--- src/rtl/hazard_ctrl_pkg.sv ---
// hazard_ctrl_pkg
//   Shared definitions for the decode-side hazard controller: register-file
//   geometry, scoreboard counter width and the sequencing FSM encoding.
package hazard_ctrl_pkg;

    // Architectural integer registers; x0 is hard-wired and never tracked.
    localparam int NREG      = 32;
    localparam int REG_IDX_W = $clog2(NREG);

    // Per-register pending-write counter. At most three writers can be in
    // flight behind decode (EX, MEM, WB), so two bits are enough.
    localparam int CNT_W     = 2;

    // Sequencing FSM. Encodings 2 and 3 are unused and recover to HZ_RUN.
    typedef enum logic [1:0] {
        HZ_RUN   = 2'd0,
        HZ_DRAIN = 2'd1
    } hz_state_e;

endpackage

--- src/rtl/hazard_ctrl_scoreboard.sv ---
// hz_scoreboard
//   Per-register count of in-flight destination writes for x1..x31.
//   Ports:
//     clk, rst             core clock, async active-high reset
//     inc_en / inc_addr    an issuing instruction will write inc_addr
//     ret_en / ret_addr    WB writes ret_addr this cycle (pipe not frozen)
//     rd_a_addr, rd_b_addr two source-register lookups
//     busy_a, busy_b       source still has an outstanding write (with the
//                          WB write-through bypass applied)
//     sb_empty             no pending writes at all (registered, no bypass)
module hz_scoreboard
    import hazard_ctrl_pkg::*;
(
    input  logic                 clk,
    input  logic                 rst,
    input  logic                 inc_en,
    input  logic [REG_IDX_W-1:0] inc_addr,
    input  logic                 ret_en,
    input  logic [REG_IDX_W-1:0] ret_addr,
    input  logic [REG_IDX_W-1:0] rd_a_addr,
    input  logic [REG_IDX_W-1:0] rd_b_addr,
    output logic                 busy_a,
    output logic                 busy_b,
    output logic                 sb_empty
);

    logic [CNT_W-1:0] cnt [1:NREG-1];

    // NOTE: this counter array is a register bank, not a RAM, so it takes the
    // async reset; a reset must discard every pending write at once.
    always_ff @(posedge clk or posedge rst) begin
        if (rst) begin
            for (int r = 1; r < NREG; r++) begin
                cnt[r] <= '0;
            end
        end else begin
            // NOTE: non-blocking updates so every counter sees the same
            // pre-edge state regardless of loop order.
            for (int r = 1; r < NREG; r++) begin
                if ((inc_en && inc_addr == REG_IDX_W'(r)) &&
                    !(ret_en && ret_addr == REG_IDX_W'(r))) begin
                    cnt[r] <= cnt[r] + CNT_W'(1);
                end else if ((ret_en && ret_addr == REG_IDX_W'(r)) &&
                             !(inc_en && inc_addr == REG_IDX_W'(r))) begin
                    cnt[r] <= cnt[r] - CNT_W'(1);
                end
            end
        end
    end

    // Counter lookups scan the bank so x0 never indexes outside it.
    logic [CNT_W-1:0] cnt_a, cnt_b;

    always_comb begin
        // NOTE: defaults first, so no path leaves these latched.
        cnt_a    = '0;
        cnt_b    = '0;
        sb_empty = 1'b1;
        for (int r = 1; r < NREG; r++) begin
            if (rd_a_addr == REG_IDX_W'(r)) cnt_a = cnt[r];
            if (rd_b_addr == REG_IDX_W'(r)) cnt_b = cnt[r];
            if (cnt[r] != '0)               sb_empty = 1'b0;
        end
    end

    // A register whose last outstanding write is retiring right now is
    // readable through the register-file write-through path.
    assign busy_a = (cnt_a != '0) &&
                    !(ret_en && ret_addr == rd_a_addr && cnt_a == CNT_W'(1));
    assign busy_b = (cnt_b != '0) &&
                    !(ret_en && ret_addr == rd_b_addr && cnt_b == CNT_W'(1));

endmodule

--- src/rtl/hazard_ctrl.sv ---
// hazard_ctrl
//   Decode-side sequencing controller for the 5-stage RV64I pipe. Decides
//   each cycle whether the ID instruction issues into EX or a bubble goes in.
//   Ports:
//     clk, rst                          core clock, async active-high reset
//     id_valid, id_serial               ID instruction present / system-fence
//     rs1_*/rs2_*/rd_*                  decoded register usage of ID
//     ex_flush                          EX redirect, kills ID
//     mem_busy                          memory outstanding, whole pipe holds
//     wb_valid, wb_rd_w_ena, wb_rd      WB register write
//     id_issue, if_stall, ex_bubble,
//     id_flush, freeze                  pipeline control
//     sb_empty, hz_state                scoreboard empty / FSM state (debug)
module hazard_ctrl
    import hazard_ctrl_pkg::*;
(
    input  logic                 clk,
    input  logic                 rst,
    input  logic                 id_valid,
    input  logic                 rs1_r_ena,
    input  logic [REG_IDX_W-1:0] rs1_r_addr,
    input  logic                 rs2_r_ena,
    input  logic [REG_IDX_W-1:0] rs2_r_addr,
    input  logic                 rd_w_ena,
    input  logic [REG_IDX_W-1:0] rd_w_addr,
    input  logic                 id_serial,
    input  logic                 ex_flush,
    input  logic                 mem_busy,
    input  logic                 wb_valid,
    input  logic                 wb_rd_w_ena,
    input  logic [REG_IDX_W-1:0] wb_rd,
    output logic                 id_issue,
    output logic                 if_stall,
    output logic                 ex_bubble,
    output logic                 id_flush,
    output logic                 freeze,
    output logic                 sb_empty,
    output logic [1:0]           hz_state
);

    hz_state_e state_q, state_d;
    logic      rs1_busy, rs2_busy;
    logic      retire, raw, issue, inc;

    // WB cannot retire while the pipe is frozen: the register stays in WB.
    assign retire = wb_valid && wb_rd_w_ena && (wb_rd != '0) && !mem_busy;

    hz_scoreboard u_sb (
        .clk       (clk),
        .rst       (rst),
        .inc_en    (inc),
        .inc_addr  (rd_w_addr),
        .ret_en    (retire),
        .ret_addr  (wb_rd),
        .rd_a_addr (rs1_r_addr),
        .rd_b_addr (rs2_r_addr),
        .busy_a    (rs1_busy),
        .busy_b    (rs2_busy),
        .sb_empty  (sb_empty)
    );

    assign raw = (rs1_r_ena && (rs1_r_addr != '0) && rs1_busy) ||
                 (rs2_r_ena && (rs2_r_addr != '0) && rs2_busy);

    // Priority is mem_busy, then ex_flush, then hazards. A serial
    // instruction waits for an empty scoreboard in either state.
    assign issue = id_valid && !mem_busy && !ex_flush && !raw &&
                   (!id_serial || sb_empty);
    assign inc   = issue && rd_w_ena && (rd_w_addr != '0);

    always_ff @(posedge clk or posedge rst) begin
        if (rst) state_q <= HZ_RUN;
        else     state_q <= state_d;
    end

    always_comb begin
        state_d = HZ_RUN;
        case (state_q)
            HZ_RUN: begin
                if (id_valid && id_serial && !sb_empty && !mem_busy && !ex_flush)
                    state_d = HZ_DRAIN;
            end
            HZ_DRAIN: begin
                // A redirect kills the serial instruction; a drained pipe lets
                // it issue this cycle. Under mem_busy nothing moves.
                if ((ex_flush && !mem_busy) || (sb_empty && !mem_busy))
                    state_d = HZ_RUN;
                else
                    state_d = HZ_DRAIN;
            end
            default: state_d = HZ_RUN;
        endcase
    end

    // Outputs are forced quiet while reset is held, even if the inputs
    // upstream are still active.
    assign id_issue  = !rst && issue;
    assign freeze    = !rst && mem_busy;
    assign id_flush  = !rst && ex_flush && !mem_busy;
    assign ex_bubble = !rst && !mem_busy && !issue;
    assign if_stall  = !rst && !mem_busy && !ex_flush && id_valid && !issue;
    assign hz_state  = state_q;

endmodule
--- config.mk ---
export PLATFORM = sky130hd
export DESIGN_NAME = hazard_ctrl
export DESIGN_NICKNAME = d
export VERILOG_FILES = /design/src/rtl/hazard_ctrl_pkg.sv /design/src/rtl/hazard_ctrl_scoreboard.sv /design/src/rtl/hazard_ctrl.sv
export SDC_FILE = /design/constraint.sdc
export NUM_CORES = 1
export LEC_CHECK = 0
export BUFFER_PORTS_ARGS = -buffer_cell sky130_fd_sc_hd__buf_2
export CORE_MARGIN = 3
export CORE_UTILIZATION = 57
export DETAILED_ROUTE_END_ITERATION = 6
export GPL_TIMING_DRIVEN = 0
export PLACE_DENSITY = 0.78
export SYNTH_ARGS = -nofsm -noshare
export SYNTH_HDL_FRONTEND = slang
export SYNTH_SLANG_ARGS = --single-unit
export TNS_END_PERCENT = 100
--- constraint.sdc ---
create_clock -name clk -period 2.57 [get_ports clk]
set_input_delay 0.3855 -clock clk [delete_from_list [all_inputs] [get_ports clk]]
set_output_delay 0.3855 -clock clk [all_outputs]
set_load 0.03 [all_outputs]
==> impl_results.md, run 1 <==
- Status: aborted with a tool error
- Stopped at: global routing (5_1_grt)
- Err: [ERROR GRT-0232] Routing congestion too high. Check the congestion heatmap in the GUI.
- Chip width: around 110 um
- Synth Flop Type: dfrtp_1
- Overflow after GRT: 11
- Total CTS buffers: 9
- # H-tree levels: 3
- Row cnt: 37
- Largest net degree at the start of global routing: 34
- Syn nets: between 800 and 900
- Seq cells post-synth: 63
- Clock Sink Count: 63
- Initial core utilization: between 60% and 70%
- Synth cell types: between 80 and 90
- Total GRT Usage: roughly 78%
- Root Driver: clkbuf_8
- Die height: between 100 and 150 um
- Syn Std Cell Area: around 0.0064 mm2
- CTS Buffer Depth: 2
- Avg Cell Area, Syn: between 8 and 9 um2
- Ports: 39
- Placer Congestion: ~1.1
- Post-synth EDFFs: 0
- PortBufs: 30
- DPL Wire Length: between 15,000 and 20,000 um
- GRT worst endpoint: u_sb.cnt[27]$_DFFE_PP0P_/D
- Mapped Cells: 748
- Synth async-reset ratio: between 90% and 100%
- Worst slack at placement: -1.16 ns
- YS warnings: 0
- Worst EP Category: register input
- Register area share after synthesis: around 25%
==> synth_stat cells (6+ instances only) <==
cell	count	area share [%]
nand2_1	90	5.3
nor2_1	70	4.1
xor2_1	65	8.9
dfrtp_1	63	25
xnor2_1	38	5.2
nor4_2	32	6.3
ha_1	31	6.1
buf_2	28	2.2
a21oi_1	25	2.0
nand2b_1	25	2.5
nor2b_1	24	2.4
nor4_1	24	2.4
nor3_1	18	1.4
o21ai_0	16	1.3
mux2i_1	11	1.7
inv_1	10	0.59
a31oi_1	9	0.88
buf_6	9	1.6
buf_4	7	0.82
clkbuf_1	7	0.41
o211ai_1	7	0.82
nand4_1	6	0.59
o22ai_1	6	0.59
==> through the flow <==
step           cell area, um2  setup TNS, ns  cells  utilization, %
4_1_cts                  8420         -28.66    984            79.5
3_3_place_gp             6920         -56.23    914            65.2
3_5_place_dp             6920         -60.59    914            65.2
2_1_floorplan            6600         -15.16    748               -
==> logic make-up after synthesis <==
group,share of synthesized area [%]
muxes,2.84
DFF,24.7
and+or+nand+nor,30.8
other,0.0588
AOI/OAI and AO/OA,15.6
adders and majority gates,6.08
xor gates and xnor gates,14.1
buffers and inverters,5.79
==> per-layer routing <==
| layer | track usage, % | GRT overflow |
|---|---|---|
| met1 | 77.2 | 0 |
| met2 | 89.0 | 3 |
| met3 | 70.3 | 0 |
| met4 | 72.9 | 8 |
| met5 | 51.8 | 0 |
==> repair_timing <==
action,CTS
gates resized for setup,157
pin swaps,61
setup buffers,51
setup endpoints to repair,66
hold buffers,0
cloned,4
==> run 2, diff against run 1 <==
Settings changed: CORE_UTILIZATION 57 to 40, PLACE_DENSITY 0.78 to unset, PLACE_DENSITY_LB_ADDON set to 0.15.
Clock period 2.57 ns to 3.3 ns, I/O delays scaled along.
==> run 2 against run 1 <==
The flow now finishes, with violations (setup timing); area after synthesis did not move; synthesized cell count did not move.
==> impl_results.md, run 2 <==
- Status: complete, but fails checks (was aborted with a tool error)
- Violated checks: setup timing
- Setup crit start: u_sb.cnt[61]
- TritonRoute pass-1 iters: 6
- Initial core utilization: 41.4% (was 60.2%)
- # H-tree levels: 3 (unchanged)
- Area share of fa/ha/maj cells after synthesis: 6.08% (unchanged)
- Share of the synthesized area in the top cell type: 24.7% (unchanged)
- Reg area: approximately 0.0016 mm2
- Clock Sink Count: 63 (unchanged)
- Filler Cell Count: 1,496
- Pwr Density: about 450 mW/mm2
- Top delay family on crit path: simple AND/OR/NAND/NOR gates
- HP Class: input pin to async pin
- Largest reg by FF count: u_sb.cnt
- Post-Synth XOR/XNOR Area: 14.1% (unchanged)
- Worst IR Drop VDD: 304 uV
- Crit path buf inv count: 2
- Post-synthesis simple-gate area fraction: 30.8% (unchanged)
- Worst r2r dst: u_sb.cnt[55]
- CP most frequent cell: nor4_4
- Total CTS buffers: 9 (unchanged)
- Top post-synthesis cells by area: dfrtp_1, xor2_1, nor4_2 (unchanged)
- Number of diodes: 0
- Post-synth EDFFs: 0 (unchanged)
- Post-route ant nets: 0
- DR vias/cell: approximately 6.2
- Worst-path maximum fanout: 5
- Post-layout nets: a little over 900
- Worst-Margin Slew: roughly 0.73 ns
- Drc violations: 0
- Layout cells sized above 1: roughly a third
- Avg Cell Area, Syn: 8.53 um2 (unchanged)
- Placer Congestion: 1.01 (was 1.06)
- Final WL: ~27,000 um
- Worst skew pair latency: around 0.34 ns
- MaxCap Viol Count: 0
- Non-filler cells, final: 1,065
- Core ar.: 0.0154 mm2
- Root Driver: clkbuf_16 (was clkbuf_8)
- Syn nets: 810 (unchanged)
- Hold Vio Cnt, Final: 0
- Most frequent cells after synthesis: nand2_1, nor2_1, xor2_1, dfrtp_1, xnor2_1 (unchanged)
- Largest family of logic cells by synthesized area: simple AND/OR/NAND/NOR gates (unchanged)
- Worst R2R Setup Slack: 0 ns
- Row cnt: 45 (was 37)
- Final setup fails: 1
- Via total after detailed routing: between 6,000 and 7,000
- YS warnings: 0 (unchanged)
- DR WL/cell: about 25 um
- CP max stage cell: dfrtp_1
- Synth Flop Type: dfrtp_1 (unchanged)
- Fin crit period: ~3.3 ns
- Ports: 39 (unchanged)
- Vias in the first global route: 6,375
- Synth cell types: 86 (unchanged)
- Chip width: 132 um (was 112 um)
- Worst path depth: 9
- Final setup margin: -0.0306 ns
- DPL Wire Length: 19,500 um (was 18,700 um)
- CTS Buffer Depth: 2 (unchanged)
- Area leader, netlist: dfrtp_1 (unchanged)
- First-pass GRT wire length: ~40,000 um
- Leakage power: between 3 and 4 nW
- Slew Viols, Final: 0
- Clock slew at reported path FFs: approximately 0.05 ns
- Skew final: 0.00694 ns
- Fmax: ~0.30 GHz
- Crit. End Element: output pin
- Mapped Cells: 748 (unchanged)
- Worst setup SP type: register
- Worst Setup Path Type: register to output pin
- Area of the multi-input gates: about 0.0047 mm2
- Slew Limit Headroom: 51.2%
- DR iter-0 viols: about 670
- Crit path cell chain: nor4_2 > nand4_1 > nor4_4 > nand2b_4 > and4_4 > o211ai_4 > buf_8 > nor4_4 > buf_6
- Post-Place Cells: 990 (was 914)
- Number of antenna violations at the first check in global routing: 0
- Setup crit end: id_issue
- Reg-to-Reg Start: u_sb.cnt[61]
- Commonest non-fill, non-tap cell in the layout: nand2_1
- Die height: 132 um (was 112 um)
- Commonest non-fill, non-tap cells in the layout: nand2_1, nor2_1, xor2_1, buf_4, buf_2
- Syn Std Cell Area: 0.00638 mm2 (unchanged)
- Critical path's largest stage delay: approximately 0.51 ns
- WP data required: ~2.8 ns
- Overflow after GRT: 0
- Largest net degree at the start of global routing: 35
- Critical Path AT: 2.84 ns
- Compound-Gate Fraction of Synth Area: 15.6% (unchanged)
- Total GRT Usage: between 30% and 40%
- Final Core Density: between 50% and 60%
- Dominant cell by count in the synthesized netlist: nand2_1 (unchanged)
- Post-synthesis mux area share: 2.84% (unchanged)
- Period utilisation layout: 101%
- Seq cells post-synth: 63 (unchanged)
- TritonCTS clock tree: built
- PortBufs: 30 (unchanged)
- Synth async-reset ratio: 100% (unchanged)
- Register area share after synthesis: 24.7% (unchanged)
- Worst-case reg-to-reg path depth: 13
- P&R area growth vs syn: 26.8%
- RSZ-0062 raised after global routing: yes
- Largest register FFs: 62
- Die ar.: between 0.015 and 0.02 mm2
run 2: cell counts after synthesis:
Identical to the previous run, type by type.
run 2: logic make-up (layout without fill, tap and decap cells):
kind of cell             Yosys count  in the layout
AO/OA/AOI/OAI                    133            133
XOR/XNOR                         103            103
other                              1              1
adder cells (fa/ha/maj)           31             31
AND/OR/NAND/NOR                  336            336
multiplexers                      17             17
flip-flops                        63             63
buffers and inverters             64            170
run 2: worst min-delay path by stage:
stage | startpoint | to | slack (ns) | cells past startpoint
finish | rst | u_sb.cnt[10] | 0.31 | 2
global route | rst | u_sb.cnt[10] | 0.37 | 2
CTS | rst | u_sb.cnt[10] | 0.33 | 2
detailed placement | hz_state[0] | hz_state[0] | 0.51 | 2
global placement | hz_state[0] | hz_state[0] | 0.50 | 2
floorplan | u_sb.cnt[15] | u_sb.cnt[15] | 0.47 | 1
run 2: cell type report:
| cell class | count | area share [%] |
|---|---|---|
| plain buffers | 52 | 4.70 |
| clock buffers | 10 | 2.83 |
| clock inverters | 6 | 1.35 |
| inverters | 10 | 0.557 |
| multi-input cells | 621 | 58.4 |
| flip-flops and latches | 63 | 20.1 |
| well taps | 211 | 3.26 |
| repair buffers | 92 | 8.83 |
run 2: per-stage QoR:
step | hold WS [ns] | cell area [um2] | total power [mW] | TNS [ns] | setup slack [ns]
2_1_floorplan | 0.470 | 6390 | 1.71 | 0 | 0.0413
3_3_place_gp | 0.505 | 6810 | 2.14 | -19.14 | -0.465
3_5_place_dp | 0.506 | 6830 | 2.15 | -14.31 | -0.398
4_1_cts | 0.331 | 7550 | 3.39 | 0 | 0.00566
5_1_grt | 0.369 | 8090 | 3.72 | -0.369 | -0.0552
6_report | 0.309 | 8090 | 3.62 | -0.0306 | -0.0306
run 2: layer usage:
metal | vias up | global-route usage, % | share of wire, %
met4 | 0 | 16.2 | 5.5
met2 | 369 | 46.7 | 44
li1 | 2897 | - | -
met3 | 100 | 6.68 | 8.5
met1 | 3218 | 39.6 | 42
met5 | - | 0 | 0
run 2: worst reg2reg max path: stages (launching register included):
cell and delay, ns:
dfrtp_1 0.51, nor4_2 0.30, nand4_1 0.18, nor4_4 0.39, nand2b_4 0.21, and4_4 0.25, o211ai_4 0.12, buf_8 0.16
buf_4 0.16, nor4_4 0.32, ha_4 0.18, xor2_1 0.15, nor2_1 0.08, xor2_1 0.15
run 2: power breakdown:
part / internal [mW] / switching, mW / total (mW)
logic: 0.565 / 0.643 / 1.21
registers: 0.946 / 0.377 / 1.32
clock network: 0.736 / 0.348 / 1.08
total: 2.25 / 1.37 / 3.62
run 2: repair_timing:
item / in CTS / in global routing
buffers inserted: 28 / 33
setup endpoints to repair: 11 / 35
gates resized for setup: 53 / 65
pin swaps: 9 / 24
endpoints found under the hold margin: 0 / 0
hold buffers: 0 / 0
No activity file was read; power rests on OpenSTA's default activity.
==> run 3, diff against run 2 <==
Settings changed: BUFFER_PORTS_ARGS -buffer_cell sky130_fd_sc_hd__buf_2 to -buffer_cell sky130_fd_sc_hd__buf_4, RECOVER_POWER set to 25.
==> run 3 against run 2 <==
The run still ends with setup timing left; setup slack got worse by 0.051 ns; critical path depth unchanged; first-iteration DRC count is 8.2% higher; clock skew is essentially flat; non-clock buffer count fell by 34; clock power is 14% lower; final cell count is 3.2% lower; die area did not move; worst hold slack better by 0.060 ns.
==> impl_results.md, run 3 (same netlist as run 2, synthesis figures left out) <==
- Filler Cell Count: 1,517 (was 1,496)
- Status: complete, but fails checks (unchanged)
- Fmax: 0.296 GHz (was 0.300 GHz)
- Initial core utilization: 41.4% (unchanged)
- Largest net degree at the start of global routing: 40 (was 35)
- Largest reg by FF count: u_sb.cnt (unchanged)
- P&R area growth vs syn: 22.4% (was 26.8%)
- Worst-Margin Slew: 0.892 ns (was 0.731 ns)
- Total CTS buffers: 9 (unchanged)
- Root Driver: clkbuf_16 (unchanged)
- Final WL: 26,400 um (was 27,000 um)
- Worst Setup Path Type: register to output pin (unchanged)
- Drc violations: 0 (unchanged)
- Crit path cell chain: nor4_1 > nand4_1 > nor4_4 > nand2b_4 > and4_4 > o211ai_4 > buf_8 > nor4_4 > buf_6 (was nor4_2 > nand4_1 > nor4_4 > nand2b_4 > and4_4 > o211ai_4 > buf_8 > nor4_4 > buf_6)
- Ports: 39 (unchanged)
- Worst IR Drop VDD: 304 uV (about the same)
- # H-tree levels: 3 (unchanged)
- Clock slew at reported path FFs: 0.06 ns (was 0.05 ns)
- Worst-path maximum fanout: 5 (unchanged)
- Cts hold-fix bufs: 0 (unchanged)
- Post-Place Cells: 990 (unchanged)
- Critical path's largest stage delay: 0.50 ns (was 0.51 ns)
- MaxCap Viol Count: 0 (unchanged)
- Post-route cell area: 0.00781 mm2 (was 0.00809 mm2)
- Worst slack at placement: -0.395 ns (was -0.398 ns)
- Crit path buf inv count: 2 (unchanged)
- Hold Vio Cnt, Final: 0 (unchanged)
- Core ar.: 0.0154 mm2 (unchanged)
- First-pass GRT wire length: 39,100 um (was 40,200 um)
- TritonCTS clock tree: built (unchanged)
- Worst setup SP type: register (unchanged)
- Largest register FFs: 62 (unchanged)
- Hold WS: 0.369 ns (was 0.309 ns)
- Period utilisation layout: 102% (was 101%)
- Row cnt: 45 (unchanged)
- Crit. End Element: output pin (unchanged)
- Number of antenna violations at the first check in global routing: 0 (unchanged)
- Commonest non-fill, non-tap cells in the layout: nand2_1, nor2_1, xor2_1 (was nand2_1, nor2_1, xor2_1, buf_4, buf_2)
- Final Core Density: 50.6% (was 52.4%)
- Top delay family on crit path: simple AND/OR/NAND/NOR gates (unchanged)
- Violated checks: setup timing (unchanged)
- DR vias/cell: 6.22 (was 6.18)
- Commonest non-fill, non-tap cell in the layout: nand2_1 (unchanged)
- Setup TNS: -0.161 ns (was -0.0306 ns)
- Placer Congestion: 1.01 (about the same)
- TritonRoute pass-1 iters: 5 (was 6)
- Fin crit period: 3.38 ns (was 3.33 ns)
- Total GRT Usage: 29.6% (was 30.3%)
- CP max stage cell: dfrtp_2 (was dfrtp_1)
- Non-filler cells, final: 1,031 (was 1,065)
- Power Total: 3.30 mW (was 3.62 mW)
- Final setup fails: 4 (was 1)
- Overflow after GRT: 0 (unchanged)
- Die ar.: 0.0175 mm2 (unchanged)
- Slew Viols, Final: 0 (unchanged)
- DR iter-0 viols: 726 (was 671)
- Slew Limit Headroom: 40.4% (was 51.2%)
- Pwr Density: 423 mW/mm2 (was 447 mW/mm2)
- Number of diodes: 0 (unchanged)
- Via total after detailed routing: 6,415 (was 6,584)
- HP Class: input pin to async pin (unchanged)
- Placed instance area: 0.00690 mm2 (was 0.00683 mm2)
- Layout cells sized above 1: 28.5% (was 33.1%)
- Post-route ant nets: 0 (unchanged)
- PortBufs: 30 (unchanged)
- RSZ-0062 raised after global routing: yes (unchanged)
- Chip width: 132 um (unchanged)
- CP most frequent cell: nor4_4 (unchanged)
- Critical Path AT: 2.89 ns (was 2.84 ns)
- DR WL/cell: 25.6 um (was 25.4 um)
- Die height: 132 um (unchanged)
- DPL Wire Length: 19,600 um (was 19,500 um)
- Worst skew pair latency: 0.33 ns (was 0.34 ns)
- Clock Sink Count: 63 (unchanged)
- WP data required: 2.80 ns (about the same)
- Skew final: 0.00664 ns (was 0.00694 ns)
- Vias in the first global route: 6,153 (was 6,375)
- Post-layout nets: 877 (was 911)
- Final setup margin: -0.0821 ns (was -0.0306 ns)
- Leakage power: 3.20 nW (was 3.37 nW)
- CTS Buffer Depth: 2 (unchanged)
-- run 3: cell types whose count changed in the layout (fill, tap and decap cells not counted), sizes merged --
cell and delta:
clkinvlp +1, clkbuf +1, buf -35, clkinv +1, bufinv -2
-- run 3: area by class of cell --
type                       instances  area [um2]  area share (%)
multi-input combinational        621        4740            60.7
tap                              211         264            3.38
clock buffer                      10         229            2.93
inverter                          10        45.0           0.577
timing repair buffer              58         473            6.06
clock inverter                     6        61.3           0.785
sequential                        63        1610            20.6
buffer                            52         384            4.92
-- run 3: power by group --
group / total [mW] / internal (mW) / switching [mW]
registers: 1.38 / 0.937 / 0.438
logic: 0.998 / 0.447 / 0.551
clock network: 0.926 / 0.581 / 0.345
total: 3.30 / 1.97 / 1.33
-- run 3: per-layer routing --
layer	part of all wire [%]	routed length (um)	up-vias	GRT usage (%)
li1	-	-	2843	-
met4	5.8	1540	0	15.0
met3	8.3	2190	99	6.53
met1	42	11200	3127	39.7
met2	43	11400	346	45.0
met5	0	0	-	0
-- run 3: timing repair --
action | 4_1_cts | 5_1_grt
setup buffers | 8 | 18
resized for setup | 48 | 60
endpoints found under the setup margin | 35 | 41
pin swaps | 7 | 23
gates cloned | 0 | 1
-- run 3: worst paths after layout --
kind                                   start  slack, ns      endpoint  cells after the start
worst max-delay path            u_sb.cnt[48]      -0.08      id_issue                      9
worst min-delay path                     rst       0.37  u_sb.cnt[18]                      2
worst max register to register  u_sb.cnt[48]      -0.04  u_sb.cnt[23]                     13
worst min register to register   hz_state[0]       0.51   hz_state[0]                      2
max in group asynchronous                rst       2.31  u_sb.cnt[30]                      3
min in group clk                    mem_busy       0.41   hz_state[0]                      3
